$ cat src/rtl/env_vca_pkg.sv
// Shared types and constants for the env_vca envelope generator / VCA.
// Holds the envelope state encoding and the oscillator-to-sample mapping.
package env_vca_pkg;

    localparam int unsigned ENV_W = 8;

    typedef enum logic [2:0] {
        IDLE    = 3'd0,
        ATTACK  = 3'd1,
        DECAY   = 3'd2,
        SUSTAIN = 3'd3,
        RELEASE = 3'd4
    } env_state_t;

    localparam logic [ENV_W-1:0] ENV_MAX = 8'd255;
    localparam logic [ENV_W-1:0] PWM_MID = 8'd128;

    // Bipolar square wave around midscale, amplitude set by the envelope level.
    function automatic logic [ENV_W-1:0] amp_sample(input logic osc,
                                                    input logic [ENV_W-1:0] level);
        logic [ENV_W-1:0] half;
        half = {1'b0, level[ENV_W-1:1]};
        return osc ? (PWM_MID + half) : ((PWM_MID - 8'd1) - half);
    endfunction

endpackage

$ cat src/rtl/env_vca_pwm_dac.sv
// 8-bit PWM DAC: free-running counter, sample latched at the frame boundary,
// registered compare output.
module pwm_dac
    import env_vca_pkg::*;
(
    input  logic             clk,
    input  logic             rst,
    input  logic [ENV_W-1:0] sample,
    output logic             pwm_out
);

    logic [ENV_W-1:0] count;
    logic [ENV_W-1:0] latched;

    // Sample only changes at count 255 so each frame uses one stable value.
    always_ff @(posedge clk) begin
        if (rst) begin
            count   <= '0;
            latched <= PWM_MID;
            pwm_out <= 1'b0;
        end else begin
            count   <= count + 8'd1;
            if (count == 8'hFF) begin
                latched <= sample;
            end
            pwm_out <= (count < latched);
        end
    end

endmodule

$ cat src/rtl/env_vca.sv
// ADSR envelope generator + VCA driving a PWM DAC from a 1-bit oscillator.
// Define ENV_VCA_SYNC_EN to add a two-flop synchronizer on the gate input.
module env_vca
    import env_vca_pkg::*;
#(
    parameter int unsigned PRESCALE_BITS = 12
) (
    input  logic             clk,
    input  logic             rst,
    input  logic             gate,
    input  logic             osc_in,
    input  logic [ENV_W-1:0] attack_rate,
    input  logic [ENV_W-1:0] decay_rate,
    input  logic [ENV_W-1:0] sustain_level,
    input  logic [ENV_W-1:0] release_rate,
    output logic [ENV_W-1:0] env_level,
    output logic             active,
    output logic             pwm_out
);

    env_state_t              state;
    env_state_t              state_next;
    logic [ENV_W-1:0]        level_next;
    logic                    active_next;
    logic [ENV_W-1:0]        sample_c;

    logic [PRESCALE_BITS-1:0] prescaler;
    logic                     tick_c;

    logic gate_q;
    logic gate_prev;
    logic gate_rise_c;
    logic gate_fall_c;

    // Envelope tick every 2^PRESCALE_BITS clocks; never restarted by the gate.
    always_ff @(posedge clk) begin
        if (rst) begin
            prescaler <= '0;
        end else begin
            prescaler <= prescaler + PRESCALE_BITS'(1);
        end
    end

    assign tick_c = &prescaler;

`ifdef ENV_VCA_SYNC_EN
    logic gate_s1;
    logic gate_s2;

    always_ff @(posedge clk) begin
        if (rst) begin
            gate_s1   <= 1'b0;
            gate_s2   <= 1'b0;
            gate_q    <= 1'b0;
            gate_prev <= 1'b0;
        end else begin
            gate_s1   <= gate;
            gate_s2   <= gate_s1;
            gate_q    <= gate_s2;
            gate_prev <= gate_q;
        end
    end
`else
    always_ff @(posedge clk) begin
        if (rst) begin
            gate_q    <= 1'b0;
            gate_prev <= 1'b0;
        end else begin
            gate_q    <= gate;
            gate_prev <= gate_q;
        end
    end
`endif

    assign gate_rise_c = gate_q & ~gate_prev;
    assign gate_fall_c = ~gate_q & gate_prev;

    // Steps are rate+1 (1..256); 9 bits hold every sum below without wrap.
    logic [8:0] attack_step;
    logic [8:0] decay_step;
    logic [8:0] release_step;
    logic [8:0] attack_sum;
    logic [8:0] decay_floor;

    assign attack_step  = {1'b0, attack_rate}  + 9'd1;
    assign decay_step   = {1'b0, decay_rate}   + 9'd1;
    assign release_step = {1'b0, release_rate} + 9'd1;
    assign attack_sum   = {1'b0, env_level} + attack_step;
    assign decay_floor  = decay_step + {1'b0, sustain_level};

    // State register.
    always_ff @(posedge clk) begin
        if (rst) begin
            state     <= IDLE;
            env_level <= '0;
            active    <= 1'b0;
        end else begin
            state     <= state_next;
            env_level <= level_next;
            active    <= active_next;
        end
    end

    // Next state and level; a gate edge takes priority over a tick.
    always_comb begin
        state_next = state;
        level_next = env_level;
        if (gate_rise_c) begin
            state_next = ATTACK;
        end else if (gate_fall_c &&
                     (state == ATTACK || state == DECAY || state == SUSTAIN)) begin
            state_next = RELEASE;
        end else if (tick_c) begin
            case (state)
                IDLE: begin
                    state_next = IDLE;
                end
                ATTACK: begin
                    if (attack_sum >= 9'd255) begin
                        level_next = ENV_MAX;
                        state_next = DECAY;
                    end else begin
                        level_next = attack_sum[ENV_W-1:0];
                    end
                end
                DECAY: begin
                    // level - step <= sustain, rearranged to stay unsigned.
                    if ({1'b0, env_level} <= decay_floor) begin
                        level_next = sustain_level;
                        state_next = SUSTAIN;
                    end else begin
                        level_next = env_level - decay_step[ENV_W-1:0];
                    end
                end
                SUSTAIN: begin
                    level_next = sustain_level;
                end
                RELEASE: begin
                    if ({1'b0, env_level} <= release_step) begin
                        level_next = '0;
                        state_next = IDLE;
                    end else begin
                        level_next = env_level - release_step[ENV_W-1:0];
                    end
                end
                default: begin
                    level_next = '0;
                    state_next = IDLE;
                end
            endcase
        end
    end

    // Outputs: active follows the registered state; sample feeds the DAC.
    always_comb begin
        active_next = (state != IDLE);
        sample_c    = amp_sample(osc_in, env_level);
    end

    pwm_dac u_pwm_dac (
        .clk     (clk),
        .rst     (rst),
        .sample  (sample_c),
        .pwm_out (pwm_out)
    );

endmodule
$ cat config.mk
export PLATFORM = sky130hd
export DESIGN_NAME = env_vca
export DESIGN_NICKNAME = d
export VERILOG_FILES = /design/src/rtl/env_vca_pkg.sv /design/src/rtl/env_vca_pwm_dac.sv /design/src/rtl/env_vca.sv
export SDC_FILE = /design/constraint.sdc
export NUM_CORES = 1
export LEC_CHECK = 0
export CAP_MARGIN = 10
export CORE_MARGIN = 2
export CORE_UTILIZATION = 60
export CTS_BUF_LIST = sky130_fd_sc_hd__clkbuf_2 sky130_fd_sc_hd__clkbuf_4 sky130_fd_sc_hd__clkbuf_8
export DETAILED_ROUTE_END_ITERATION = 10
export GPL_ROUTABILITY_DRIVEN = 0
export MAX_ROUTING_LAYER = met4
export PLACE_DENSITY_LB_ADDON = 0.3
export SLEW_MARGIN = 20
export SYNTH_ARGS = -nofsm -noshare
export SYNTH_HDL_FRONTEND = slang
export SYNTH_SLANG_ARGS = --single-unit
$ cat constraint.sdc
create_clock -name clk -period 9.5 [get_ports clk]
set_input_delay 2.375 -clock clk [delete_from_list [all_inputs] [get_ports clk]]
set_output_delay 2.375 -clock clk [all_outputs]
set_load 0.02 [all_outputs]
* After elaboration in Yosys (flattened, before gate mapping)
Index checks and enable logic that the tools add are counted.
** Storage, ports and cells
- Output and inout bits :: 10
- Logic and storage cells :: 76
- Bits in registers :: 43
- Input bits :: 36
** Cells by class
- $add $sub $neg :: 11
- Order comparisons :: 4
- Bitwise logic cells :: 8
- Muxes and demuxes :: 12
- Eq/ne operators :: 16
- Reductions and logical operators :: 14
** Operator list (number)
- 8-bit one-hot mux with 5 select lines :: 1
- 8-bit two-way mux :: 4
- 8-bit by 1-bit adder with 9-bit output (second input constant) :: 3
- 8-bit by 9-bit <= comparator with 1-bit output :: 2
- 16-bit AND reduction :: 1
- 8-bit subtractor :: 2
- 3-bit two-way mux :: 5
- 15-bit AND reduction :: 1
- 12-bit by 1-bit adder with 12-bit output (second input constant) :: 1
- 3-bit one-hot mux with 4 select lines :: 1
- 12-bit AND reduction :: 1
- 5-bit AND reduction :: 2
- 8-bit by 9-bit adder with 9-bit output :: 1
- 9-bit by 8-bit adder with 9-bit output :: 1
- 9-bit by 8-bit >= comparator with 1-bit output (second input constant) :: 1
- 8-bit by 1-bit adder with 8-bit output (second input constant) :: 1
- 8-bit by 7-bit adder with 8-bit output (first input constant) :: 1
- 8-bit equality test (second input constant) :: 1
- 8-bit < comparator :: 1
- 4-bit by 2-bit != test with 1-bit output (second input constant) :: 2
- 7-bit by 7-bit subtractor with 8-bit output (first input constant) :: 1
- 3-bit by 2-bit equality test with 1-bit output (second input constant) :: 2
- 2-bit by 1-bit != test with 1-bit output (second input constant) :: 3
- 3-bit by 1-bit != test with 1-bit output (second input constant) :: 2
- other kinds (16) :: 24

* Logic depth before layout (Yosys ltp)
- Depth in word-level cells :: 8
- Mapped depth :: 17
- Gate-level depth less buffers :: 16

* By module
A second synthesis with hierarchy kept.
** Unflattened totals
- Cells, all modules :: 487
- Area, all modules :: 4000.1 um^2
** Modules (own cells, without submodules)
- env_vca :: sequential area each 520.5 um^2, cells an instance 396, area an instance 3146.8 um^2, instances 1
- pwm_dac :: sequential area each 340.3 um^2, cells an instance 91, area an instance 853.3 um^2, instances 1

* Worst setup path before layout
No wires, ideal clock.
- Path kind :: input to register
- Start point :: in decay_rate[0]
- End point :: reg env_level[7]
- Buffers on the path :: 1
- Path slack :: 3808 ps
- Data arrival time :: 5623 ps
- Setup time :: 69 ps
- Stages :: 17
- Required time :: 9431 ps
- Cell sequence :: ha_1 > ha_1 > a21o_1 > a21oi_1 > o21bai_1 > a21oi_1 > o21ai_0 > xnor2_1 > ha_1 > o21ai_1 > o21bai_1 > o211ai_1 > or3b_1 > buf_2 > or4_1 > a41o_1 > o21ai_1
** Between the ends
- Longest elaborated chain between the ends :: 5
- Elaborated cells on any way between the ends :: 6
- Those cells by class :: add/sub: 3; order compare: 1; mux: 2
** RTL lines
- start, declared :: line env_vca.sv:13 : input logic [ENV_W-1:0] decay_rate,
- 8-bit by 1-bit adder with 9-bit output * :: line env_vca.sv:86 : assign decay_step = {1'b0, decay_rate} + 9'd1;
- 9-bit by 8-bit adder with 9-bit output :: line env_vca.sv:89 : assign decay_floor = decay_step + {1'b0, sustain_level};
- 8-bit by 9-bit <= comparator with 1-bit output :: line env_vca.sv:128 : if ({1'b0, env_level} <= decay_floor) begin
- 8-bit two-way mux * :: line env_vca.sv:128
- 8-bit one-hot mux with 5 select lines * :: line env_vca.sv:114 : case (state)
- end signal, assigned :: line env_vca.sv:99 : env_level <= level_next;
- end, declared :: line env_vca.sv:16 : output logic [ENV_W-1:0] env_level,
Mark *: on every way between the ends. The rest lies on a longest branch, timed or not.
A chain may end at the register's enable or synchronous reset.

* Worst setup path after layout
- Start point :: in decay_rate[0]
- End point :: reg state[0]
** Between the ends
- Longest elaborated chain between the ends :: 5
** RTL lines
- 8-bit by 1-bit adder with 9-bit output :: line env_vca.sv:86
- 9-bit by 8-bit adder with 9-bit output :: line env_vca.sv:89
- 8-bit by 9-bit <= comparator with 1-bit output :: line env_vca.sv:128
- 4-bit by 2-bit != test with 1-bit output (no source line)
- 5-bit AND reduction (no source line)
- end signal, assigned :: line env_vca.sv:98 : state <= state_next;
- end, declared :: line env_vca.sv:21 : env_state_t state;
No other way between the ends.

==> results.toml <==
[critical_path]
critPathLaunch = "decay_rate[0]"
cp-end-kind = "register"
cpMostUsedCell = "ha_1"
endpoint = "state[0]"
crit_type = "in -> reg"
cp_slowest_cell = "clkdlybuf4s50_1"
path_delay_family = "compound AO/OA/AOI/OAI gates"
slowest_delay_ns = 0.50
rr_startpoint = "env_level[1]"
cp.buffers_inverters = 1
critPathArrivalTime_ns = 6.42
reg2reg_depth = 9
crit_chain = "clkdlybuf4s50_1 -> ha_1 -> ha_1 -> a21o_1 -> a21oi_1 -> o21bai_1 -> a21oi_1 -> o21ai_0 -> xnor2_1 -> ha_1 -> o21ai_1 -> o21bai_1 -> o211ai_1 -> or3b_1 -> o211ai_2 -> o21bai_2 -> mux2_4"
cp_num_cells = 17
worstPathRequired_ns = 9.70
worstSetupStartpointType = "primary input"
worstReg2RegEnd = "state[0]"
r2r_setup_slack_ns = 6.44
critPathMaxFanout = 8

[grt]
grt_pass1_vias = 3772
grt_max_degree = 37
antenna_found_initial = 0
grt_pass1_wl_um = 17000
track_usage_pct = 28.8
grt_remaining_overflow = 0

[layout]
area_delta_synth_final_pct = 14.9
final_nets = 638
layout.cells.non_filler = 628
utilization_pct = 70.1
final_area_mm2 = 0.00471
drive_above_1_share_pct = 4.38
seqCellArea_um2 = 861
fillers = 545
multiInputGateArea_mm2 = 0.00308
antenna_cells = 0

[power_and_ir_drop]
switching_share_pct = 31.8
p_seq_share_pct = 43.1
clkPwrFrac_pct = 28.5
combPwrFrac_pct = 28.4
p_int_mw = 0.295
ir_drop_v = 0.0000703
power_density_mw_per_mm2 = 92.0
p_sw_mw = 0.138
p_leak_nw = 1.83

[die]
dieArea_mm2 = 0.00751
coreArea_mm2 = 0.00672
start_util_pct = 61.0
rows = 30
io_pins = 46
dieWidth_um = 86.6
die_h_um = 86.6

[synth]
synthCells = 504
synthFlopType = "dfxtp_1"
yosys_warnings = 0
ys_types = 67
async_flop_share_pct = 0
synth_nets = 595
netlist_area_mm2 = 0.00410
ys_seq_area_share_pct = 21.0
synth.avg_cell_area_um2 = 8.13
synth_edf_count = 0
ys_ff_latch = 43

[outcome]
status = "completed"

[placement]
hpwl_um = 7990
post_dp_cell_area_mm2 = 0.00461
io_buffer_count = 45
dp.cells = 620

[sta]
finalCritPeriodShare_pct = 65.5
skew_ns = 0.00411
setup-tns-final_ns = 0
whs_ns = 0.466
finalHoldViolCount = 0
tightest_slew_ns = 0.995
clock.fmax_mhz = 161
slew_headroom_pct = 33.2
setup_viol = 0
drv_slew = 0
grt_setup_unrepaired = "false"
post-route-min-period_ns = 6.22

[route]
final_antenna_net_count = 0
drc = 0
vias_per_cell = 6.22
first_pass_iters = 5
top_layer = "met4"
routed_wl_um = 10000
post_drt_wl_per_cell_um = 16.0
wl_met3_um = 544
dr_wl_met2_um = 4830
dr.first_iter.drc_count = 309
dr_total_vias = 3908
wl_met1_um = 4470

[cts]
cts_tree = "yes"
worst_skew_pair.late_latency_ns = 0.30
clk_pin_slew_ns = 0.09
cts_max_level = 2
numCtsBuffers = 5
cts-root-buf = "clkbuf_8"
cts_resized = 0
cts_buffer_depth = 2
clkSinkCount = 43
post-cts-setup-buffers = 0
cts-hold-fix-buffers = 0

[min_path]
hp-class = "reg -> reg"

[run]
max-cap-violations = 0
==> cells in the final DEF (no fill, tap or decap), drive strengths merged, types with 5 or more instances in the layout <==
master	netlist	layout
a22oi	5	5
xor2	18	18
o21ai	30	30
clkbuf	6	5
nand2b	8	8
nand3	14	14
dfxtp	43	43
o211ai	8	8
nor2b	16	16
nand2	26	26
o21a	7	7
ha	51	51
a21o	10	10
a211oi	10	10
inv	32	33
nand4	13	13
clkdlybuf4s50	0	45
a21oi	18	18
nor2	48	48
or3	7	7
a31oi	7	7
mux2i	7	7
a21boi	5	5
xnor2	28	28
or2	9	9
nor3	16	16
==> sequential cells by signal, summed over array words and instances (netlist names) <==
| name | flops |
|---|---|
| active | 1 |
| env_level | 8 |
| gate_prev | 1 |
| gate_q | 1 |
| prescaler | 12 |
| state | 3 |
| u_pwm_dac.count | 8 |
| u_pwm_dac.latched | 8 |
| u_pwm_dac.pwm_out | 1 |
==> per-stage QoR <==
stage               worst slack [ns]  power [mW]
finish                          3.28       0.433
global route                    2.97       0.459
CTS                             3.30       0.434
detailed placement              2.98       0.312
global placement                3.14       0.308
floorplan                       3.81       0.275
==> area by class of cell <==
type	count	area share, %
clock buffers	5	1.46
inverters	32	2.55
flip-flops and latches	43	18.3
multi-input cells	419	65.3
well taps	80	2.13
repair buffers	46	9.73
clock inverters	3	0.505
==> synthesized netlist by cell type, types with 4 or more instances <==
cell	instances	area share (%)
nor2_1	48	4.4
a21boi_0	4	0.73
nor2b_1	16	2.4
a211oi_1	10	1.8
nand3_1	14	1.7
a22oi_1	5	0.92
fa_1	4	2.0
or2_2	6	0.92
nor3b_1	4	0.73
nor3_1	15	1.8
or3_1	7	1.1
inv_1	32	2.9
nand4_1	12	1.8
xnor2_1	28	6.0
nand2_1	26	2.4
ha_1	51	16
a31oi_1	7	1.1
dfxtp_1	43	21
a21oi_1	18	2.2
nand2b_1	8	1.2
o21a_1	7	1.3
xor2_1	18	3.8
o211ai_1	7	1.3
o21ai_0	20	2.4
a21o_1	10	1.8
mux2i_1	7	1.7
clkbuf_1	6	0.55
nor4_1	4	0.61
o21ai_1	10	1.2
==> power groups by stage <==
stage | combinational, mW | sequential, mW | clock, mW
final | 0.123 | 0.187 | 0.123
after global routing | 0.138 | 0.188 | 0.134
after CTS | 0.122 | 0.187 | 0.125
after detailed placement | 0.121 | 0.191 | 0
after global placement | 0.117 | 0.191 | 0
after floorplan | 0.0840 | 0.191 | 0
==> cell families after synthesis <==
kind of cell,after synthesis,synth area share (%)
fa+ha+maj,55,17.5
mux,8,2.08
buf+inv,42,3.94
flops,43,21.0
simple gates,181,23.5
compound gates,129,22.1
xor+xnor,46,9.83
==> routing by layer <==
| layer | global-route usage (%) | up-vias |
|---|---|---|
| li1 | - | 1939 |
| met1 | 36.4 | 1820 |
| met2 | 48.0 | 127 |
| met3 | 4.76 | 22 |
| met4 | 7.39 | 0 |
| met5 | - | - |
==> worst min-delay path by stage <==
stage,depth (start not counted),startpoint,end
after floorplan,1,u_pwm_dac.count[0],u_pwm_dac.count[0]
after global placement,1,prescaler[0],prescaler[0]
after detailed placement,1,prescaler[0],prescaler[0]
after CTS,1,prescaler[0],prescaler[0]
after global routing,1,u_pwm_dac.count[0],u_pwm_dac.count[0]
final,1,prescaler[0],prescaler[0]
No activity file was read; power rests on OpenSTA's default activity.
